**src/rtl/pito_irq_ctrl.sv**
```systemverilog
// Per-hart interrupt pending/arbitration stage for the pito barrel core.
// Optional shared mtime/mtimecmp timer is built only when PITO_IRQ_TIMER_EN is defined.
module pito_irq_ctrl #(
    parameter int NUM_HARTS      = 8,
    parameter int HART_CNT_WIDTH = $clog2(NUM_HARTS)
) (
    input  logic                        clk,
    input  logic                        rst,
    input  logic [HART_CNT_WIDTH-1:0]   hart_sel,
    input  logic [NUM_HARTS-1:0]        ext_irq,
    input  logic [NUM_HARTS-1:0]        mvu_irq,
    input  logic                        sw_set,
    input  logic                        sw_clr,
    input  logic [HART_CNT_WIDTH-1:0]   sw_hart,
    input  logic [NUM_HARTS*32-1:0]     csr_mie,
    input  logic [NUM_HARTS-1:0]        csr_mstatus_mie,
    input  logic                        irq_ack,
    input  logic [HART_CNT_WIDTH-1:0]   irq_ack_hart,
    input  logic [4:0]                  irq_ack_code,
    input  logic                        cmp_we,
    input  logic [HART_CNT_WIDTH-1:0]   cmp_hart,
    input  logic                        cmp_hi,
    input  logic [31:0]                 cmp_wdata,
    output logic                        irq_valid,
    output logic [HART_CNT_WIDTH-1:0]   irq_hart,
    output logic [31:0]                 irq_cause,
    output logic [31:0]                 csr_mip,
    output logic [63:0]                 mtime
);
    localparam logic [4:0] CODE_MSI = 5'd3;
    localparam logic [4:0] CODE_MTI = 5'd7;
    localparam logic [4:0] CODE_MEI = 5'd11;
    localparam logic [4:0] CODE_MVU = 5'd16;

    logic [NUM_HARTS-1:0] ext_s1_q, ext_s2_q;
    logic [NUM_HARTS-1:0] msip_q, msip_d;
    logic [NUM_HARTS-1:0] mvip_q, mvip_d;
    logic [NUM_HARTS-1:0] mvu_prev_q;
    logic [NUM_HARTS-1:0] mtip;

    logic                      irq_valid_q, irq_valid_d;
    logic [HART_CNT_WIDTH-1:0] irq_hart_q;
    logic [31:0]               irq_cause_q, irq_cause_d;
    logic [31:0]               csr_mip_q, csr_mip_d;

    // Sticky bits: clear sources first, set last so a same-cycle set wins.
    always_comb begin
        msip_d = msip_q;
        mvip_d = mvip_q;
        for (int h = 0; h < NUM_HARTS; h++) begin
            if (irq_ack && irq_ack_hart == HART_CNT_WIDTH'(h) && irq_ack_code == CODE_MSI)
                msip_d[h] = 1'b0;
            if (sw_clr && sw_hart == HART_CNT_WIDTH'(h))
                msip_d[h] = 1'b0;
            if (sw_set && sw_hart == HART_CNT_WIDTH'(h))
                msip_d[h] = 1'b1;
            if (irq_ack && irq_ack_hart == HART_CNT_WIDTH'(h) && irq_ack_code == CODE_MVU)
                mvip_d[h] = 1'b0;
            if (mvu_irq[h] && !mvu_prev_q[h])
                mvip_d[h] = 1'b1;
        end
    end

    always_ff @(posedge clk or posedge rst) begin
        if (rst) begin
            ext_s1_q   <= '0;
            ext_s2_q   <= '0;
            msip_q     <= '0;
            mvip_q     <= '0;
            mvu_prev_q <= '0;
        end else begin
            ext_s1_q   <= ext_irq;
            ext_s2_q   <= ext_s1_q;
            msip_q     <= msip_d;
            mvip_q     <= mvip_d;
            mvu_prev_q <= mvu_irq;
        end
    end

`ifdef PITO_IRQ_TIMER_EN
    logic [63:0] mtime_q;
    logic [63:0] mtimecmp_q [NUM_HARTS];

    always_ff @(posedge clk or posedge rst) begin
        if (rst) begin
            mtime_q <= '0;
            for (int h = 0; h < NUM_HARTS; h++)
                mtimecmp_q[h] <= '1;
        end else begin
            mtime_q <= mtime_q + 64'd1;
            if (cmp_we) begin
                if (cmp_hi)
                    mtimecmp_q[cmp_hart][63:32] <= cmp_wdata;
                else
                    mtimecmp_q[cmp_hart][31:0] <= cmp_wdata;
            end
        end
    end

    always_comb begin
        for (int h = 0; h < NUM_HARTS; h++)
            mtip[h] = (mtime_q >= mtimecmp_q[h]);
    end

    assign mtime = mtime_q;
`else
    logic unused_cmp;
    assign unused_cmp = ^{cmp_we, cmp_hart, cmp_hi, cmp_wdata};
    assign mtip  = '0;
    assign mtime = '0;
`endif

    // Arbitration for the hart issuing next cycle, from pre-update state.
    logic [NUM_HARTS-1:0][31:0] mie_arr;
    logic [31:0]                mie_sel;
    logic [3:0]                 en;
    logic                       unused_mie;

    assign mie_arr    = csr_mie;
    assign mie_sel    = mie_arr[hart_sel];
    assign unused_mie = ^mie_sel;

    always_comb begin
        csr_mip_d     = '0;
        csr_mip_d[3]  = msip_q[hart_sel];
        csr_mip_d[7]  = mtip[hart_sel];
        csr_mip_d[11] = ext_s2_q[hart_sel];
        csr_mip_d[16] = mvip_q[hart_sel];
        en = {csr_mip_d[16] & mie_sel[16], csr_mip_d[11] & mie_sel[11],
              csr_mip_d[7]  & mie_sel[7],  csr_mip_d[3]  & mie_sel[3]};
        irq_valid_d = csr_mstatus_mie[hart_sel] & (|en);
        irq_cause_d = '0;
        if (irq_valid_d) begin
            if (en[2])
                irq_cause_d = {1'b1, 26'd0, CODE_MEI};
            else if (en[0])
                irq_cause_d = {1'b1, 26'd0, CODE_MSI};
            else if (en[1])
                irq_cause_d = {1'b1, 26'd0, CODE_MTI};
            else
                irq_cause_d = {1'b1, 26'd0, CODE_MVU};
        end
    end

    always_ff @(posedge clk or posedge rst) begin
        if (rst) begin
            irq_valid_q <= 1'b0;
            irq_hart_q  <= '0;
            irq_cause_q <= '0;
            csr_mip_q   <= '0;
        end else begin
            irq_valid_q <= irq_valid_d;
            irq_hart_q  <= hart_sel;
            irq_cause_q <= irq_cause_d;
            csr_mip_q   <= csr_mip_d;
        end
    end

    assign irq_valid = irq_valid_q;
    assign irq_hart  = irq_hart_q;
    assign irq_cause = irq_cause_q;
    assign csr_mip   = csr_mip_q;
endmodule

```
**config.mk**
```make
export PLATFORM = sky130hd
export DESIGN_NAME = pito_irq_ctrl
export DESIGN_NICKNAME = d
export VERILOG_FILES = /design/src/rtl/pito_irq_ctrl.sv
export SDC_FILE = /design/constraint.sdc
export NUM_CORES = 1
export LEC_CHECK = 0
export BUFFER_PORTS_ARGS = -buffer_cell sky130_fd_sc_hd__buf_2
export CAP_MARGIN = 30
export CORE_AREA = 2 2 179 181
export CTS_CLUSTER_DIAMETER = 100
export CTS_CLUSTER_SIZE = 12
export DETAILED_ROUTE_END_ITERATION = 16
export DIE_AREA = 0 0 181 183
export GPL_ROUTABILITY_DRIVEN = 0
export GPL_TIMING_DRIVEN = 0
export HOLD_SLACK_MARGIN = 0.02
export PLACE_DENSITY = 0.34
export SETUP_SLACK_MARGIN = 0.3
export SYNTH_ARGS = -nofsm -noshare
export SYNTH_HDL_FRONTEND = slang
export SYNTH_SLANG_ARGS = --single-unit
```
**constraint.sdc**
```tcl
create_clock -name clk -period 4 [get_ports clk]
set_clock_uncertainty 0.05 [all_clocks]
set_input_delay 0.8 -clock clk [delete_from_list [all_inputs] [get_ports clk]]
set_output_delay 0.8 -clock clk [all_outputs]
set_load 0.05 [all_outputs]
```
==> results of run 1 <==
layout by cell type, fill, tap and decap left out, drive strengths merged:
master    netlist  layout
clkinvlp        0       1
o22ai           2       2
mux2            4       4
nor2            2       2
clkbuf          0       6
a22oi           1       1
mux4           14      14
bufinv          0       1
inv            10      10
o221ai          6       6
conb            1     120
or3             1       1
nand2b          6       6
or2             1       1
nor3            2       2
o21ai          23      23
nand4b          2       2
nor4b           2       2
o31ai           2       2
mux2i           3       3
buf           125     204
nor4            1       1
nand2           5       5
nand4           2       2
dfrtp          50      50
diode           0       4
cell families after synthesis:
kind of cell / count (synthesis)
and+or+nand+nor: 24
other: 1
buffers and inverters: 135
muxes: 21
DFF: 50
AOI/OAI and AO/OA: 34
flip-flops by register name (all words and copies together), names as in the netlist:
register    count
ext_s1_q        8
ext_s2_q        8
msip_q          8
mvip_q          8
mvu_prev_q      8
irq_cause       4
csr_mip         3
irq_hart        3
final timing paths:
check                            start            end  slack (ps)
max reg2reg                  mvip_q[6]  irq_cause[31]        2270
max                        hart_sel[0]  irq_cause[31]        1610
min                        ext_s1_q[3]    ext_s2_q[3]         300
min in group asynchronous          rst    irq_hart[2]         480
max in group asynchronous          rst    ext_s1_q[4]        2890
min reg2reg                ext_s1_q[3]    ext_s2_q[3]         300
cell type report:
type                       count  area share [%]
antenna                        4           0.219
buffer                       125            20.6
clock buffer                   6            2.82
clock inverter                 2           0.821
inverter                      10           0.821
multi-input combinational    199            27.4
sequential                    50            27.4
tap                          402            11.0
timing repair buffer          79            8.97
per-layer routing:
layer	track usage (%)	vias to the layer above	wire (µm)
li1	-	1092	-
met1	6.53	907	3840
met2	7.63	130	3820
met3	2.32	8	972
met4	0.976	6	33
met5	0	-	33
power groups by stage:
| stage | Combinational (mW) | Sequential [mW] | Clock, mW |
|---|---|---|---|
| 3_3_place_gp | 0.578 | 0.575 | 0 |
| 5_1_grt | 0.615 | 0.567 | 0.531 |
| 4_1_cts | 0.582 | 0.564 | 0.505 |
| 6_report | 0.580 | 0.563 | 0.480 |
| 3_5_place_dp | 0.582 | 0.574 | 0 |
| 2_1_floorplan | 0.446 | 0.610 | 0 |
through the flow:
stage          hold slack [ps]  cells  area (µm²)  power [mW]  setup slack, ps
2_1_floorplan              281    384        3480        1.06             1810
3_3_place_gp               284    864        4380        1.15             1050
3_5_place_dp               285    865        4400        1.16             1280
4_1_cts                    301    873        4560        1.65             1580
5_1_grt                    307    873        4560        1.71             1470
6_report                   299    877        4570        1.62             1610
worst register-to-register path: stages, from the launching register on:
cell	delay, ps
dfrtp_1	390
mux4_1	490
mux2i_1	400
or3_1	180
o21ai_0	80
==> impl_metrics.ini, run 1 <==
[run_status]
status = completed

[timing]
drv_slew = 0
finalSetupViolCount = 0
clock.fmax_mhz = 418
tightest_slew_ps = 588
post-route-period-util_pct = 59.9
relSlewSlack_pct = 59.6
hold_violations = 0
rsz0062_at_grt = false
setup_tns_ps = 0
finalCriticalPeriod_ps = 2390

[logic_synthesis]
synthesis.area_um2 = 3040
synth_common_cells = buf_4 (122), dfrtp_1 (50), o21ai_0 (23)
synth_fa_ha_area_share_pct = 0
synth-xor-area-share_pct = 0
synth_top_cell_area_share_pct = 41.2
synth_area_per_cell_um2 = 11.5
synth_top_cells_by_area = dfrtp_1 (41%), buf_4 (30%), mux4_1 (10%)
synth-compound-area-share_pct = 7.13
ys_seq_elements = 50
synthCells = 265
async_flop_share_pct = 100
synthSimpleGateAreaFrac_pct = 4.82
synth_top_cell_by_area = dfrtp_1
synth.distinct_cells = 27
yosys_warnings = 0
muxShareOfSynthArea_pct = 14.5
synth_edf_count = 0
synth.most_common_cell = buf_4
ys_seq_area_share_pct = 41.2
synth_top_family_by_area = buffers and inverters
synth_top_flop_cell = dfrtp_1

[power]
peakVddDrop_v = 0.000184
p_per_area_nw_per_um2 = 355
swShare_pct = 37.4
p_switching_mw = 0.606
p_clk_share_pct = 29.6
internal-power_mw = 1.02
power_frac_comb_pct = 35.7
leakage_nw = 2.34
seq_power_share_pct = 34.7

[clocking]
htree_levels = 2
path_clk_slew_ps = 70
cts_resized = 0
clock_path_buffers = 2
cts_tree = yes
clk_latency_ps = 280
ctsHoldBuffers = 0
cts_buffers = 5
post_cts_buffers = 0
cts-root-buf = clkbuf_16
cts.sinks = 50

[worst_setup_path]
cp-start-kind = input port
path_max_fanout = 10
crit_type = input port to register
worst_ep_required_time_ps = 4080
worst_path_max_delay_cell = mux4_1
endpoint_kind = register
cpPeakStageDelay_ps = 560
critical_path.top_delay_family = multiplexers
worstRegToRegCells = 4
path_depth = 6
cp.buffers_inverters = 2
crit_arrival_ps = 2480
worstPathCellList = buf_2, buf_6, mux4_1, mux2i_1, or3_1, o21ai_0

[worst_hold_path]
min_path_type = register to register
hold-path-cell-count = 0

[placement]
port_buffers = 78
detailed_place_hpwl_um = 7470

[drt]
antenna_left = 0
first_iter_violations = 59
routed_wl_um = 8700
viasPerCell = 2.44
drcViolationCount = 0
routedWlPerCell_um = 9.92
drtPass1Iterations = 4
routed-via-count = 2143

[finish]
seqCellArea_um2 = 1250
multi_input_area_um2 = 1250
utilization_pct = 14.6
drive_gt1_share_pct = 46.9
areaGrowthSynthToFinish_pct = 50.6
nFillCells = 3567
final_nets = 806

[global_routing]
antenna_found_initial = 7
grt_pass1_vias = 1946
grt_max_degree = 31
grtUsageTotal_pct = 5.02
overflow = 0
grt_pass1_wl_um = 12100

[die]
std_cell_rows = 65
die-width_um = 181
initial_core_util_pct = 9.73
coreArea_um2 = 31200
io_pins = 468
dieArea_um2 = 33100
die_h_um = 183

[job]
max_cap_viol_count = 0
Power figures use the tool's default switching activity.
==> run 2: changes to the inputs <==
ABC_AREA = 1   (was default)
CORE_AREA = 2 2 180 182   (was 2 2 179 181)
DIE_AREA = 0 0 182 184   (was 0 0 181 183)
PLACE_DENSITY = 0.35   (was 0.34)
clock period = 2.4 ns   (was 4 ns; I/O delays follow)
==> impl_metrics.ini, run 2 <==
[finish]
final_nets = 975
utilization_pct = 15.9
areaGrowthSynthToFinish_pct = 44.7
layout_common_cells = buf_4 (124), conb_1 (120), buf_2 (75)
nFillCells = 3639
drive_gt1_share_pct = 37.3
mostFrequentLayoutCell = buf_4
n_antenna_cell = 0

[logic_synthesis]
synth_top_cell_by_area = dfrtp_1
ys_seq_area_share_pct = 36.4
synth_common_cells = buf_4 (124), nand2_1 (74), inv_1 (60)
synth_edf_count = 0
synth.most_common_cell = buf_4
async_flop_share_pct = 100
ys_seq_elements = 50
synth.distinct_cells = 24
synth_top_flop_cell = dfrtp_1
synthesis.area_um2 = 3440
synth_top_cells_by_area = dfrtp_1 (36%), buf_4 (27%), nand2_1 (8.1%)
synthCells = 438
yosys_warnings = 0
synth_top_cell_area_share_pct = 36.4
synth_area_per_cell_um2 = 7.85

[global_routing]
grt_pass1_vias = 2539
grt_pass1_wl_um = 14900
overflow = 0
antenna_found_initial = 1
grtUsageTotal_pct = 5.84
grt_max_degree = 27

[drt]
first_iter_violations = 104
routed_wl_um = 10200
drtPass1Iterations = 4
antenna_left = 0
routedWlPerCell_um = 9.77
viasPerCell = 2.66
drcViolationCount = 0
routed-via-count = 2773

[power]
p_per_area_nw_per_um2 = 579
leakage_nw = 2.85
power.total_mw = 2.88
peakVddDrop_v = 0.000289

[timing]
finalCriticalPeriod_ps = 1550
rsz0062_at_grt = false
relSlewSlack_pct = 61.4
clock.fmax_mhz = 644
tightest_slew_ps = 578
post-route-period-util_pct = 64.7
drv_slew = 0
hold_violations = 0
finalSetupViolCount = 0

[clocking]
ctsHoldBuffers = 0
post_cts_buffers = 0
cts_tree = yes
clk_latency_ps = 290
cts.sinks = 50
cts_buffers = 5
cts_resized = 0
htree_levels = 2
clock_path_buffers = 2
path_clk_slew_ps = 70
cts-root-buf = clkbuf_16

[worst_setup_path]
reg2reg_setup_slack_ps = 1170
worst_ep_required_time_ps = 2540
path_max_fanout = 10
endpoint_kind = register
crit_arrival_ps = 1690
crit_type = input port to register
cp-start-kind = input port

[die]
std_cell_rows = 65
coreArea_um2 = 31400
die_h_um = 184
die-width_um = 182
initial_core_util_pct = 11.0
io_pins = 468
dieArea_um2 = 33500

[worst_hold_path]
min_path_type = input port to async pin

[placement]
detailed_place_hpwl_um = 8410
port_buffers = 74

[run_status]
status = completed

[job]
max_cap_viol_count = 0
==> run 2: power breakdown <==
| group | switching [mW] | total [mW] | internal (mW) |
|---|---|---|---|
| Combinational | 0.719 | 0.996 | 0.277 |
| Sequential | 0.0205 | 0.925 | 0.905 |
| Clock | 0.333 | 0.960 | 0.627 |
| Total | 1.07 | 2.88 | 1.81 |
==> run 2: cell type report <==
type	count	area (µm²)	share of cell area, %
Inverter	64	254	5.10
Clock buffer	6	139	2.79
Buffer	133	1000	20.2
Tap cell	402	503	10.1
Clock inverter	2	60.1	1.21
Timing Repair Buffer	75	390	7.84
Multi-Input combinational cell	310	1380	27.7
Sequential cell	50	1250	25.1
==> run 2: worst paths after layout <==
kind	startpoint	to	depth (start not counted)
setup / recovery	hart_sel[0]	irq_cause[31]	12
hold / removal	rst	irq_hart[0]	2
setup reg to reg	mvip_q[3]	irq_cause[31]	10
hold reg to reg	ext_s1_q[2]	ext_s2_q[2]	0
max in group asynchronous	rst	mvip_q[3]	3
min in group clk	ext_irq[4]	ext_s1_q[4]	1
==> run 2: cells by family after synthesis <==
kind of cell    after synthesis  synth area share, %
other cells                   1                0.109
buf+inv                     197                 36.6
simple gates                155                 21.4
compound gates               35                 5.53
flops                        50                 36.4
==> run 2: layer usage <==
layer	global-route usage [%]	wire length, µm	share of wire, %	up-vias
li1	-	-	-	1507
met1	8.16	4780	47	1121
met2	9.07	4440	44	135
met3	1.60	887	8.7	8
met4	0.968	68	0.67	2
met5	0	7	0.069	-
==> run 2: metrics by stage <==
step	instance area (µm²)	worst slack, ps	hold WS [ps]	cells	setup TNS (ps)
final	4980	847	188	1042	0
after global routing	4980	681	234	1042	0
after CTS	4980	804	215	1042	0
after detailed placement	4780	493	285	1034	0
after global placement	4760	-249	287	1033	-12200
after floorplan	3890	669	281	557	0
==> run 2: critical path, stage by stage <==
cell	delay, ps
buf_2	130
inv_2	180
buf_6	240
nand2_1	70
nand3_1	70
nand2_1	60
nand2_1	50
nand2_1	100
nand2_2	110
nand3_2	70
nand2_2	70
inv_1	50
